`config.mk`:
```
export PLATFORM = sky130hd
export DESIGN_NAME = tile_compositor
export DESIGN_NICKNAME = d
export VERILOG_FILES = /design/src/rtl/gpu_pkg.sv /design/src/rtl/gpu_layer_regs.sv /design/src/rtl/tile_compositor.sv
export SDC_FILE = /design/constraint.sdc
export NUM_CORES = 1
export LEC_CHECK = 0
export BUFFER_PORTS_ARGS = -buffer_cell sky130_fd_sc_hd__clkbuf_2
export CAP_MARGIN = 25
export CORE_MARGIN = 5
export CORE_UTILIZATION = 61
export DETAILED_ROUTE_END_ITERATION = 7
export PLACE_DENSITY = 0.87
export SLEW_MARGIN = 10
export SYNTH_ARGS = -nofsm -noshare
export SYNTH_HDL_FRONTEND = slang
export SYNTH_HIERARCHICAL = 1
export SYNTH_SLANG_ARGS = --single-unit
```
`constraint.sdc`:
```
create_clock -name clk -period 7.24 [get_ports clk]
set_input_delay 1.086 -clock clk [delete_from_list [all_inputs] [get_ports clk]]
set_output_delay 1.086 -clock clk [all_outputs]
set_load 0.02 [all_outputs]
```
`src/rtl/gpu_pkg.sv`:
```
// gpu_pkg: shared constants and types for the tile compositor.
//   TILE_SIZE / TILE_SHIFT : tile edge length in pixels and its log2
//   ENTRY_*                : bit positions of fields in a 16-bit map entry
//   REG_ENABLE / REG_BG    : fixed cfg register addresses
//   state_t                : pixel-walk FSM states
package gpu_pkg;

  localparam int TILE_SIZE  = 8;
  localparam int TILE_SHIFT = 3;

  localparam int ENTRY_CODE_LSB = 0;
  localparam int ENTRY_CODE_W   = 8;
  localparam int ENTRY_HFLIP    = 8;
  localparam int ENTRY_VFLIP    = 9;

  localparam logic [3:0] REG_ENABLE = 4'd14;
  localparam logic [3:0] REG_BG     = 4'd15;

  typedef enum logic [1:0] {
    ST_IDLE,
    ST_MAP,
    ST_TILE,
    ST_MIX
  } state_t;

endpackage

```
`src/rtl/gpu_layer_regs.sv`:
```
// gpu_layer_regs: CPU-written layer registers plus an accept-time snapshot.
//   clk, rst                 : clock, synchronous active-high reset
//   cfg_we/cfg_addr/cfg_data : register write port
//   snap                     : copy live registers into the snapshot this cycle
//   snap_scroll_x/_y         : per-layer scroll snapshot
//   snap_enable, snap_bg     : layer enable mask and background snapshot
// The snapshot copies the live values as they stand before any write issued
// in the same cycle, so a write coincident with an accept lands on the next pixel.
module gpu_layer_regs
  import gpu_pkg::*;
#(
  parameter int NUM_LAYERS = 2,
  parameter int SX_W       = 7,
  parameter int SY_W       = 6
)(
  input  logic                                  clk,
  input  logic                                  rst,
  input  logic                                  cfg_we,
  input  logic [3:0]                            cfg_addr,
  input  logic [7:0]                            cfg_data,
  input  logic                                  snap,
  output logic [NUM_LAYERS-1:0][SX_W-1:0]       snap_scroll_x,
  output logic [NUM_LAYERS-1:0][SY_W-1:0]       snap_scroll_y,
  output logic [NUM_LAYERS-1:0]                 snap_enable,
  output logic [7:0]                            snap_bg
);

  logic [NUM_LAYERS-1:0] enable_reg;
  logic [7:0]            bg_reg;
  logic [NUM_LAYERS-1:0] snap_enable_reg;
  logic [7:0]            snap_bg_reg;

  for (genvar gi = 0; gi < NUM_LAYERS; gi++) begin : g_layer
    logic [SX_W-1:0] scroll_x_reg;
    logic [SY_W-1:0] scroll_y_reg;
    logic [SX_W-1:0] snap_x_reg;
    logic [SY_W-1:0] snap_y_reg;

    always_ff @(posedge clk) begin
      if (rst) begin
        scroll_x_reg <= '0;
        scroll_y_reg <= '0;
        snap_x_reg   <= '0;
        snap_y_reg   <= '0;
      end else begin
        if (cfg_we && cfg_addr == 4'(2*gi))
          scroll_x_reg <= SX_W'(cfg_data);
        if (cfg_we && cfg_addr == 4'(2*gi+1))
          scroll_y_reg <= SY_W'(cfg_data);
        if (snap) begin
          snap_x_reg <= scroll_x_reg;
          snap_y_reg <= scroll_y_reg;
        end
      end
    end

    assign snap_scroll_x[gi] = snap_x_reg;
    assign snap_scroll_y[gi] = snap_y_reg;
  end

  always_ff @(posedge clk) begin
    if (rst) begin
      enable_reg      <= '1;
      bg_reg          <= '0;
      snap_enable_reg <= '1;
      snap_bg_reg     <= '0;
    end else begin
      if (cfg_we && cfg_addr == REG_ENABLE)
        enable_reg <= cfg_data[NUM_LAYERS-1:0];
      if (cfg_we && cfg_addr == REG_BG)
        bg_reg <= cfg_data;
      if (snap) begin
        snap_enable_reg <= enable_reg;
        snap_bg_reg     <= bg_reg;
      end
    end
  end

  assign snap_enable = snap_enable_reg;
  assign snap_bg     = snap_bg_reg;

endmodule

```
`src/rtl/tile_compositor.sv`:
```
// tile_compositor: per-pixel multi-layer tilemap renderer.
//   clk, rst                 : clock, synchronous active-high reset
//   cfg_we/cfg_addr/cfg_data : layer register writes (scroll, enable, bg)
//   pixel_req/pixel_addr     : pixel request, linear index y*SCREEN_W+x
//   pixel_ready              : idle, request accepted when req && ready
//   pixel_valid/pixel_data   : one-cycle result pulse and composited colour
//   vram_addr/vram_q         : map entry read (1-cycle latency)
//   rom_addr/rom_q           : tile pixel read (1-cycle latency)
// Each layer takes MAP -> TILE -> MIX; layers are walked bottom to top and a
// non-zero enabled pixel overwrites the accumulated colour.
module tile_compositor
  import gpu_pkg::*;
#(
  parameter int NUM_LAYERS = 2,
  parameter int MAP_COLS   = 16,
  parameter int MAP_ROWS   = 8,
  parameter int SCREEN_W   = 128,
  parameter int SCREEN_H   = 64,
  localparam int PA_W = $clog2(SCREEN_W*SCREEN_H),
  localparam int VA_W = $clog2(NUM_LAYERS*MAP_COLS*MAP_ROWS),
  localparam int SX_W = $clog2(MAP_COLS*TILE_SIZE),
  localparam int SY_W = $clog2(MAP_ROWS*TILE_SIZE)
)(
  input  logic            clk,
  input  logic            rst,
  input  logic            cfg_we,
  input  logic [3:0]      cfg_addr,
  input  logic [7:0]      cfg_data,
  input  logic            pixel_req,
  input  logic [PA_W-1:0] pixel_addr,
  output logic            pixel_ready,
  output logic            pixel_valid,
  output logic [7:0]      pixel_data,
  output logic [VA_W-1:0] vram_addr,
  input  logic [15:0]     vram_q,
  output logic [13:0]     rom_addr,
  input  logic [7:0]      rom_q
);

  localparam int XW = $clog2(SCREEN_W);
  localparam int YW = PA_W - XW;
  localparam int LW = (NUM_LAYERS > 1) ? $clog2(NUM_LAYERS) : 1;
  localparam logic [LW-1:0] LAST_LAYER = LW'(NUM_LAYERS - 1);

  state_t          state_reg, state_next;
  logic [LW-1:0]   layer_reg, layer_next;
  logic [XW-1:0]   x_reg, x_next;
  logic [YW-1:0]   y_reg, y_next;
  logic [7:0]      acc_reg, acc_next;
  logic [7:0]      pixel_data_reg, pixel_data_next;

  logic [NUM_LAYERS-1:0][SX_W-1:0] snap_scroll_x;
  logic [NUM_LAYERS-1:0][SY_W-1:0] snap_scroll_y;
  logic [NUM_LAYERS-1:0]           snap_enable;
  logic [7:0]                      snap_bg;

  logic accept;
  assign pixel_ready = (state_reg == ST_IDLE) && !rst;
  assign accept      = pixel_req && pixel_ready;

  gpu_layer_regs #(
    .NUM_LAYERS (NUM_LAYERS),
    .SX_W       (SX_W),
    .SY_W       (SY_W)
  ) u_regs (
    .clk           (clk),
    .rst           (rst),
    .cfg_we        (cfg_we),
    .cfg_addr      (cfg_addr),
    .cfg_data      (cfg_data),
    .snap          (accept),
    .snap_scroll_x (snap_scroll_x),
    .snap_scroll_y (snap_scroll_y),
    .snap_enable   (snap_enable),
    .snap_bg       (snap_bg)
  );

  // Scrolled map coordinates; the layer index is stable across MAP/TILE/MIX,
  // so these are recomputed each cycle instead of being registered.
  logic [SX_W-1:0]    sx;
  logic [SY_W-1:0]    sy;
  logic [VA_W-1:0]    vram_addr_calc;
  logic [13:0]        rom_addr_calc;
  logic [2:0]         tile_col, tile_row;
  logic [7:0]         mix_base, mixed;

  always_comb begin
    sx = SX_W'(x_reg) + snap_scroll_x[layer_reg];
    sy = SY_W'(y_reg) + snap_scroll_y[layer_reg];
    vram_addr_calc = VA_W'(int'(layer_reg) * (MAP_COLS*MAP_ROWS)
                         + int'(sy[SY_W-1:TILE_SHIFT]) * MAP_COLS
                         + int'(sx[SX_W-1:TILE_SHIFT]));
    tile_col = sx[TILE_SHIFT-1:0] ^ {3{vram_q[ENTRY_HFLIP]}};
    tile_row = sy[TILE_SHIFT-1:0] ^ {3{vram_q[ENTRY_VFLIP]}};
    rom_addr_calc = {vram_q[ENTRY_CODE_LSB +: ENTRY_CODE_W], tile_row, tile_col};
    // Layer 0 starts from the snapshotted background rather than a value
    // preloaded at accept, since the snapshot only becomes visible after it.
    mix_base = (layer_reg == '0) ? snap_bg : acc_reg;
    mixed    = (snap_enable[layer_reg] && rom_q != 8'h00) ? rom_q : mix_base;
  end

  always_ff @(posedge clk) begin
    if (rst) begin
      state_reg      <= ST_IDLE;
      layer_reg      <= '0;
      x_reg          <= '0;
      y_reg          <= '0;
      acc_reg        <= '0;
      pixel_data_reg <= '0;
    end else begin
      state_reg      <= state_next;
      layer_reg      <= layer_next;
      x_reg          <= x_next;
      y_reg          <= y_next;
      acc_reg        <= acc_next;
      pixel_data_reg <= pixel_data_next;
    end
  end

  always_comb begin
    state_next      = state_reg;
    layer_next      = layer_reg;
    x_next          = x_reg;
    y_next          = y_reg;
    acc_next        = acc_reg;
    pixel_data_next = pixel_data_reg;
    pixel_valid     = 1'b0;
    pixel_data      = pixel_data_reg;
    vram_addr       = '0;
    rom_addr        = '0;
    case (state_reg)
      ST_IDLE: begin
        if (accept) begin
          x_next     = pixel_addr[XW-1:0];
          y_next     = pixel_addr[PA_W-1:XW];
          layer_next = '0;
          state_next = ST_MAP;
        end
      end
      ST_MAP: begin
        vram_addr  = vram_addr_calc;
        state_next = ST_TILE;
      end
      ST_TILE: begin
        rom_addr   = rom_addr_calc;
        state_next = ST_MIX;
      end
      ST_MIX: begin
        acc_next = mixed;
        if (layer_reg == LAST_LAYER) begin
          pixel_valid     = 1'b1;
          pixel_data      = mixed;
          pixel_data_next = mixed;
          state_next      = ST_IDLE;
        end else begin
          layer_next = layer_reg + LW'(1);
          state_next = ST_MAP;
        end
      end
      default: state_next = ST_IDLE;
    endcase
    // Outputs read as zero for the whole time reset is held.
    if (rst) begin
      pixel_valid = 1'b0;
      pixel_data  = '0;
      vram_addr   = '0;
      rom_addr    = '0;
    end
  end

endmodule
```
==> flow_metrics.env, run 1 <==
export IMPL_outcome="completed"
export IMPL_post_cts_setup_buffers=0
export IMPL_syn_avg_cell_area_um2=9.311
export IMPL_fp_dieArea_mm2=0.01014
export IMPL_cp_required_ns=6.15
export IMPL_max_stage_delay_ns=0.45
export IMPL_tightest_pin_transition_ns=0.9133
export IMPL_hold_ws_ns=0.4763
export IMPL_htree_num_levels=3
export IMPL_final_fill_count=633
export IMPL_drtPass1Iterations=4
export IMPL_timing_critical_path_from="layer_reg"
export IMPL_die_height_um=100.7
export IMPL_dpl_cell_count=698
export IMPL_cts_hold_fix_buffers=0
export IMPL_synth_area_leader_cell="dfxtp_1"
export IMPL_first_global_vias=3867
export IMPL_cts_clk_slew_worst_paths_ns=0.11
export IMPL_synth_edff_count=0
export IMPL_synth_top_area_frac=0.4149
export IMPL_post_cts_resized=0
export IMPL_synth_sequential_area_ratio=0.4149
export IMPL_final_min_period_over_clock_period=0.5912
export IMPL_crit_path_max_delay_family="compound AO/OA/AOI/OAI gates"
export IMPL_worstSkewPairLatency_ns=0.38
export IMPL_gp_congestion=0.8417
export IMPL_grt_antenna_before_repair=0
export IMPL_finClkSkew_ns=0.01505
export IMPL_final_wl_um=10620
export IMPL_final_layout_setup_total_negative_slack_ns=0
export IMPL_gr_usage_all_layers=0.2114
export IMPL_io_pins=85
export IMPL_number_of_endpoints_with_negative_hold_slack_in_the_final_report=0
export IMPL_std_cell_rows=33
export IMPL_synth_most_common_cell="dfxtp_1"
export IMPL_seq_area_mm2=0.002082
export IMPL_drt_antenna_violating_nets=0
export IMPL_power_leakage_nw=2.450
export IMPL_overflow=0
export IMPL_synthCells=539
export IMPL_avgViaCountPerCell=5.524
export IMPL_hp_start="acc_reg[2]"
export IMPL_report_final_setup_viol=0
export IMPL_setup_ws_ns=2.960
export IMPL_tritoncts="yes"
export IMPL_cap_viol_max_count=0
export IMPL_share_of_layout_cells_above_drive_strength_1=0.2003
export IMPL_critical_path_peak_fanout=27
export IMPL_final_max_slew_viol_count=0
export IMPL_critical_path_n_buffers_inverters=2
export IMPL_crit_path_capture_type="primary output"
export IMPL_grt_first_pass_wirelength_um=17370
export IMPL_critPathArrivalTime_ns=3.19
export IMPL_post_synth_most_frequent_cells="dfxtp_1, mux2i_1, nor2_1"
export IMPL_area_of_the_core_mm2=0.008134
export IMPL_peakVddDrop_mv=0.1099
export IMPL_io_buffer_count=78
export IMPL_cts_num_sinks=104
export IMPL_start_util=0.6170
export IMPL_placed_cell_area_mm2=0.005441
export IMPL_post_synthesis_instance_area_mm2=0.005019
export IMPL_synthFlopType="dfxtp_1"
export IMPL_dp_final_hpwl_um=7608
export IMPL_relSlewSlack=0.3912
export IMPL_final_cells=714
export IMPL_critical_path_class="reg2out"
export IMPL_post_drt_wl_per_cell_um=14.88
export IMPL_first_iter_violations=185
export IMPL_setup_repair_after_global_routing_missed_its_margin="no"
export IMPL_yosys_top_cells_area="dfxtp_1, mux2i_1, nand2b_1"
export IMPL_regToRegStartpoint="state_reg[0]"
export IMPL_nNetsFinal=675
export IMPL_synth_warnings=6
export IMPL_final_cell_area_mm2=0.005647
export IMPL_pre_cts_ws_ns=3.364
export IMPL_cp_slowest_cell="dfxtp_1"
export IMPL_synth_async_sr_flop_share=0
export IMPL_max_clock_freq_ghz=0.2336
export IMPL_vias=3944
export IMPL_power_per_cell_area_mw_per_mm2=222.5
export IMPL_grt_start_max_net_pins=109
export IMPL_post_route_drc_count=0
export IMPL_cts_buffers=9
export IMPL_chipWidth_um=100.7
export IMPL_synthesis_nets=610
export IMPL_diodes=0
export IMPL_class_of_the_tightest_hold_or_removal_check="reg2reg"
export IMPL_layout_area_overhead_vs_synth_pct=12.52
export IMPL_yosys_register_bits=104
export IMPL_cts_path_max_buffers=2
export IMPL_setup_worst_path_start_class="flop"
export IMPL_critical_path_cell_chain="buf_4 > mux2_2 > ha_1 > a211oi_1 > o21bai_1 > a2111o_1 > o21ai_0 > clkbuf_2"
export IMPL_ctsRootBufferMaster="clkbuf_8"
export IMPL_multi_input_comb_area_mm2=0.002755
export IMPL_layout_min_cycle_time_ns=4.280
export IMPL_synth_cell_types=44
tightest hold or removal path, cell delays in order, from the launching register on:
cell and delay [ns]:
dfxtp_1 0.33, nand2b_1 0.06, a21oi_1 0.05
metal layers:
metal	GRT usage	up-vias	routed length, µm
li1	-	2001	-
met1	0.2565	1860	4597
met2	0.3792	73	5376
met3	0.03114	10	526
met4	0.07254	0	121
met5	0	-	0
layout by cell type (no fill, tap or decap), types with 2 or more instances in the layout:
master      n
nand3_1     4
mux2_2     19
clkbuf_8    9
nand4_1     2
inv_8       2
a21oi_1    16
nor2b_1    12
dfxtp_1   104
a2111o_1    2
o211ai_1   14
xor2_1      5
nand2b_1   43
buf_4       4
clkinv_8    2
o21ai_0    38
fa_1        2
a211oi_1    7
xnor2_1     6
nor2_1     52
inv_1      13
mux2i_1    65
a211o_1     2
inv_6       3
a21o_1      3
clkbuf_2   78
nor3b_1     2
nand2_1    41
o21bai_1    2
and2_1      8
ha_1       16
or3_1       2
nand3b_1   16
final timing paths:
check / depth (start not counted) / slack [ns] / endpoint
max reg2reg: 8 / 4.85 / u_regs/g_layer[0].snap_x_reg[4]
max: 8 / 2.96 / vram_addr[3]
min: 2 / 0.48 / acc_reg[2]
min reg2reg: 2 / 0.48 / acc_reg[2]
final cells by class:
class                   count  share of cell area
repair buffers             82             0.07445
well taps                 105             0.02327
clock inverters             7             0.01440
multi-input cells         393              0.4879
clock buffers               9             0.02194
flip-flops and latches    104              0.3687
inverters                  14            0.009306
cells by family (layout without fill, tap and decap cells):
kind of cell,after synthesis,after routing,share of synthesized area
compound gates,91,91,0.1144
xor+xnor,11,11,0.01920
fa+ha+maj,18,18,0.04787
buf+inv,42,112,0.03615
flops,104,104,0.4149
mux,84,84,0.1723
simple gates,189,189,0.1952
per-stage QoR:
step | power, W | util
after floorplan | 0.0008331 | -
after global placement | 0.0008905 | 0.6690
after detailed placement | 0.0009036 | 0.6690
after CTS | 0.001261 | 0.6942
after global routing | 0.001319 | 0.6942
final | 0.001256 | 0.6942
report_power, final:
part | switching, W | internal, W
registers | 0.0000203 | 0.000601
logic | 0.000163 | 0.000109
clock network | 0.000224 | 0.000139
Power figures use the tool's default switching activity.
==> inputs of run 2 (changes only) <==
--- a/config.mk
+++ b/config.mk
@@ -8,9 +8,9 @@
 export BUFFER_PORTS_ARGS = -buffer_cell sky130_fd_sc_hd__clkbuf_2
 export CAP_MARGIN = 25
 export CORE_MARGIN = 5
-export CORE_UTILIZATION = 61
+export CORE_UTILIZATION = 51
 export DETAILED_ROUTE_END_ITERATION = 7
-export PLACE_DENSITY = 0.87
+export PLACE_DENSITY = 0.77
 export SLEW_MARGIN = 10
 export SYNTH_ARGS = -nofsm -noshare
 export SYNTH_HDL_FRONTEND = slang
==> constraint.sdc (replaced) <==
create_clock -name clk -period 3.9 [get_ports clk]
set_input_delay 0.585 -clock clk [delete_from_list [all_inputs] [get_ports clk]]
set_output_delay 0.585 -clock clk [all_outputs]
set_load 0.02 [all_outputs]
==> flow_metrics.env, run 2 (synthesized netlist as in run 1, its figures left out) <==
export IMPL_std_cell_rows=36
export IMPL_cts_buffers=9
export IMPL_setup_repair_after_global_routing_missed_its_margin="no"
export IMPL_grt_antenna_before_repair=0
export IMPL_final_fill_count=837
export IMPL_fp_dieArea_mm2=0.01192
export IMPL_cp_required_ns=3.31
export IMPL_gr_usage_all_layers=0.1843
export IMPL_mostFrequentLayoutCells="dfxtp_1, clkbuf_2, mux2i_1"
export IMPL_class_of_the_tightest_hold_or_removal_check="in2reg"
export IMPL_post_cts_setup_buffers=0
export IMPL_cts_clk_slew_worst_paths_ns=0.11
export IMPL_final_max_slew_viol_count=0
export IMPL_drt_antenna_violating_nets=0
export IMPL_dpl_cell_count=729
export IMPL_critical_path_class="reg2out"
export IMPL_io_buffer_count=78
export IMPL_hold_ws_ns=0.3977
export IMPL_io_pins=85
export IMPL_nNetsFinal=679
export IMPL_drtPass1Iterations=4
export IMPL_dp_final_hpwl_um=7781
export IMPL_final_cells=746
export IMPL_post_cts_resized=0
export IMPL_placed_cell_area_mm2=0.005499
export IMPL_ctsRootBufferMaster="clkbuf_8"
export IMPL_critical_path_peak_fanout=4
export IMPL_overflow=0
export IMPL_gp_congestion=0.7835
export IMPL_setup_worst_path_start_class="flop"
export IMPL_share_of_layout_cells_above_drive_strength_1=0.2055
export IMPL_die_height_um=109.2
export IMPL_tightest_pin_transition_ns=0.5639
export IMPL_final_wl_um=10570
export IMPL_peakVddDrop_mv=0.2457
export IMPL_diodes=0
export IMPL_power_per_cell_area_mw_per_mm2=411.8
export IMPL_avgViaCountPerCell=5.229
export IMPL_report_final_setup_viol=0
export IMPL_post_drt_wl_per_cell_um=14.16
export IMPL_layout_commonest_cell="dfxtp_1"
export IMPL_whs_path_depth=3
export IMPL_outcome="completed"
export IMPL_number_of_endpoints_with_negative_hold_slack_in_the_final_report=0
export IMPL_tritoncts="yes"
export IMPL_start_util=0.5182
export IMPL_htree_num_levels=3
export IMPL_cts_path_max_buffers=2
export IMPL_power_w=0.002360
export IMPL_cts_hold_fix_buffers=0
export IMPL_critPathArrivalTime_ns=2.94
export IMPL_final_cell_area_mm2=0.005731
export IMPL_final_layout_setup_total_negative_slack_ns=0
export IMPL_area_of_the_core_mm2=0.009684
export IMPL_finClkSkew_ns=0.01606
export IMPL_layout_area_overhead_vs_synth_pct=14.19
export IMPL_vias=3901
export IMPL_grt_start_max_net_pins=72
export IMPL_worstSkewPairLatency_ns=0.36
export IMPL_max_clock_freq_ghz=0.2833
export IMPL_grt_first_pass_wirelength_um=17800
export IMPL_post_route_drc_count=0
export IMPL_power_leakage_nw=2.475
export IMPL_first_global_vias=3859
export IMPL_final_min_period_over_clock_period=0.9051
export IMPL_worst_r2r_cell_count=5
export IMPL_first_iter_violations=166
export IMPL_relSlewSlack=0.6240
export IMPL_cts_num_sinks=104
export IMPL_chipWidth_um=109.2
export IMPL_crit_path_capture_type="primary output"
export IMPL_layout_min_cycle_time_ns=3.530
export IMPL_cap_viol_max_count=0
[run 2: cell types whose count changed in the layout (fill, tap and decap cells not counted)]
cell        delta
buf_4          +3
clkinvlp_4     +1
inv_8          -1
inv_6          -1
clkinv_8       -1
bufinv_16      +1
buf_12         +1
clkinv_2       +1
[run 2: area by class of cell]
type	instances	area, µm²	area share
clock buffer	9	123.9	0.02162
clock inverter	7	87.58	0.01528
inverter	14	52.55	0.009170
multi-input combinational	393	2755	0.4808
sequential	104	2082	0.3633
tap	133	166.4	0.02904
timing repair buffer	86	462.9	0.08079
[run 2: per-stage QoR]
| step | util | setup WS (ns) |
|---|---|---|
| after global placement | 0.5678 | 0.8217 |
| after global routing | 0.5917 | 0.1900 |
| after CTS | 0.5897 | 0.3431 |
| after floorplan | - | 0.3065 |
| final | 0.5917 | 0.3703 |
| after detailed placement | 0.5678 | 0.7649 |
[run 2: per-layer routing]
| metal | routed length [µm] | vias up | track usage |
|---|---|---|---|
| met5 | 0 | - | 0 |
| li1 | - | 1999 | - |
| met2 | 5460 | 51 | 0.3395 |
| met1 | 4653 | 1845 | 0.2210 |
| met3 | 377 | 6 | 0.03789 |
| met4 | 74 | 0 | 0.03740 |
[run 2: path summary, 6_finish.rpt]
path / startpoint / endpoint / slack (ns)
worst min register to register: acc_reg[6] / acc_reg[6] / 0.47
worst max-delay path: layer_reg / vram_addr[3] / 0.37
worst min-delay path: pixel_addr[0] / x_reg[0] / 0.40
worst max register to register: layer_reg / pixel_data_reg[0] / 1.90
[run 2: worst max-delay path: stages, from the launching register on]
cell      delay [ns]
dfxtp_1         0.42
mux2_2          0.37
ha_1            0.21
fa_1            0.42
a211oi_1        0.30
o21bai_1        0.15
a2111o_1        0.41
o21ai_0         0.09
clkbuf_2        0.20
[run 2: power breakdown]
| group | internal [W] | switching [W] | total [W] | leakage [nW] |
|---|---|---|---|---|
| sequential | 0.00111 | 0.0000364 | 0.00115 | 0.841 |
| combinational | 0.000211 | 0.000303 | 0.000514 | 1.53 |
| clock | 0.000310 | 0.000385 | 0.000695 | 0.105 |
==> inputs of run 3 (changes only) <==
--- a/config.mk
+++ b/config.mk
@@ -5,12 +5,14 @@
 export SDC_FILE = /design/constraint.sdc
 export NUM_CORES = 1
 export LEC_CHECK = 0
+export ABC_CLOCK_PERIOD_IN_PS = 4400
 export BUFFER_PORTS_ARGS = -buffer_cell sky130_fd_sc_hd__clkbuf_2
 export CAP_MARGIN = 25
 export CORE_MARGIN = 5
-export CORE_UTILIZATION = 51
+export CORE_UTILIZATION = 61
 export DETAILED_ROUTE_END_ITERATION = 7
-export PLACE_DENSITY = 0.77
+export PLACE_DENSITY = 0.87
+export SETUP_SLACK_MARGIN = 0.3
 export SLEW_MARGIN = 10
 export SYNTH_ARGS = -nofsm -noshare
 export SYNTH_HDL_FRONTEND = slang
==> constraint.sdc (replaced) <==
create_clock -name clk -period 4.4 [get_ports clk]
set_input_delay 0.66 -clock clk [delete_from_list [all_inputs] [get_ports clk]]
set_output_delay 0.66 -clock clk [all_outputs]
set_load 0.02 [all_outputs]
==> flow_metrics.env, run 3 (synthesized netlist as in run 1, its figures left out) <==
export IMPL_outcome="completed"
export IMPL_mostFrequentLayoutCells="dfxtp_1, clkbuf_2, mux2i_1"
export IMPL_post_route_drc_count=0
export IMPL_critical_path_peak_fanout=22
export IMPL_drtPass1Iterations=5
export IMPL_chipWidth_um=100.7
export IMPL_regToRegStartpoint="state_reg[0]"
export IMPL_worst_r2r_cell_count=8
export IMPL_crit_path_capture_type="primary output"
export IMPL_ctsRootBufferMaster="clkbuf_8"
export IMPL_final_min_period_over_clock_period=0.8820
export IMPL_timing_critical_path_from="layer_reg"
export IMPL_critPathArrivalTime_ns=3.22
export IMPL_nNetsFinal=675
export IMPL_start_util=0.6170
export IMPL_post_drt_wl_per_cell_um=15.18
export IMPL_std_cell_rows=33
export IMPL_pre_cts_ws_ns=0.9225
export IMPL_diodes=0
export IMPL_worstSkewPairLatency_ns=0.37
export IMPL_drt_antenna_violating_nets=0
export IMPL_power_leakage_nw=2.446
export IMPL_peakVddDrop_mv=0.1936
export IMPL_post_cts_resized=0
export IMPL_io_pins=85
export IMPL_cap_viol_max_count=0
export IMPL_layout_commonest_cell="dfxtp_1"
export IMPL_grt_antenna_before_repair=0
export IMPL_class_of_the_tightest_hold_or_removal_check="in2reg"
export IMPL_post_cts_setup_buffers=0
export IMPL_overflow=0
export IMPL_share_of_layout_cells_above_drive_strength_1=0.1987
export IMPL_gr_usage_all_layers=0.2156
export IMPL_io_buffer_count=78
export IMPL_layout_area_overhead_vs_synth_pct=12.52
export IMPL_cts_clk_slew_worst_paths_ns=0.10
export IMPL_fp_dieArea_mm2=0.01014
export IMPL_final_wl_um=10840
export IMPL_first_global_vias=3917
export IMPL_r2r_setup_slack_ns=1.88
export IMPL_final_layout_setup_total_negative_slack_ns=0
export IMPL_relSlewSlack=0.4821
export IMPL_cts_hold_fix_buffers=0
export IMPL_power_per_cell_area_mw_per_mm2=368.1
export IMPL_grt_start_max_net_pins=96
export IMPL_setup_ws_ns=0.5190
export IMPL_final_cell_area_mm2=0.005647
export IMPL_grt_first_pass_wirelength_um=17670
export IMPL_gp_congestion=0.9089
export IMPL_critical_path_class="reg2out"
export IMPL_capture_point_of_the_worst_reg_to_reg_path="u_regs/snap_enable[1]"
export IMPL_report_final_setup_viol=0
export IMPL_die_height_um=100.7
export IMPL_layout_min_cycle_time_ns=3.881
export IMPL_tightest_pin_transition_ns=0.7769
export IMPL_cp_required_ns=3.74
export IMPL_dpl_cell_count=698
export IMPL_max_clock_freq_ghz=0.2577
export IMPL_finClkSkew_ns=0.009695
export IMPL_cts_buffers=9
export IMPL_setup_repair_after_global_routing_missed_its_margin="no"
export IMPL_final_max_slew_viol_count=0
export IMPL_cts_num_sinks=104
export IMPL_placed_cell_area_mm2=0.005441
export IMPL_vias=3899
export IMPL_first_iter_violations=181
export IMPL_worstSetupEndpoint="vram_addr[6]"
export IMPL_area_of_the_core_mm2=0.008134
export IMPL_setup_worst_path_start_class="flop"
export IMPL_number_of_endpoints_with_negative_hold_slack_in_the_final_report=0
export IMPL_avgViaCountPerCell=5.461
export IMPL_final_cells=714
export IMPL_dp_final_hpwl_um=7817
export IMPL_cts_path_max_buffers=2
export IMPL_tritoncts="yes"
export IMPL_htree_num_levels=3
run 3: changes by cell type in the layout (fill, tap and decap cells not counted), sizes merged:
cell | before | now
buf | 8 | 4
inv | 17 | 16
clkbuf | 87 | 88
run 3: cell type report:
class | count | area [µm²]
timing repair buffer | 82 | 420.4
inverter | 14 | 52.55
clock buffer | 10 | 127.6
multi-input combinational | 393 | 2755
fill | 603 | 2487
clock inverter | 6 | 77.57
sequential | 104 | 2082
tap | 105 | 131.4
run 3: per-layer routing:
metal | share of wire | vias to the layer above | wire length [µm] | track usage
met1 | 0.42 | 1816 | 4531 | 0.2446
met3 | 0.043 | 13 | 470 | 0.05329
li1 | - | 1995 | - | -
met4 | 0.016 | 0 | 172 | 0.06528
met5 | 0 | - | 0 | 0
met2 | 0.52 | 75 | 5661 | 0.3954
run 3: worst min-delay path by stage:
stage / depth (start not counted) / startpoint / slack [ns] / end
2_1_floorplan: 1 / u_regs/enable_reg[0] / 0.44 / u_regs/snap_enable[0]
3_3_place_gp: 2 / pixel_data_reg[0] / 0.45 / pixel_data_reg[0]
3_5_place_dp: 2 / pixel_data_reg[6] / 0.47 / pixel_data_reg[6]
4_1_cts: 3 / pixel_addr[5] / 0.46 / x_reg[5]
5_1_grt: 3 / pixel_addr[4] / 0.46 / x_reg[4]
6_report: 3 / pixel_addr[5] / 0.47 / x_reg[5]
run 3: through the flow:
stage                     utilization  power [W]  hold slack, ns
after CTS                      0.6942   0.002091          0.4606
after global routing           0.6942   0.002176          0.4582
after detailed placement       0.6690   0.001493          0.4658
after global placement         0.6690   0.001467          0.4466
final                          0.6942   0.002079          0.4709
after floorplan                     -   0.001371          0.4398
run 3: worst max-delay path, stage by stage, from the launching register on:
cell and delay (ns):
dfxtp_1 0.58, buf_4 0.38, mux2_2 0.42, ha_1 0.32, a211oi_1 0.29, o21bai_1 0.16, a2111o_1 0.42, o21ai_0 0.08
clkbuf_2 0.19
run 3: power breakdown:
group | switching [W] | internal [W]
Combinational | 0.000274 | 0.000179
Sequential | 0.0000343 | 0.000988
Clock | 0.000330 | 0.000273
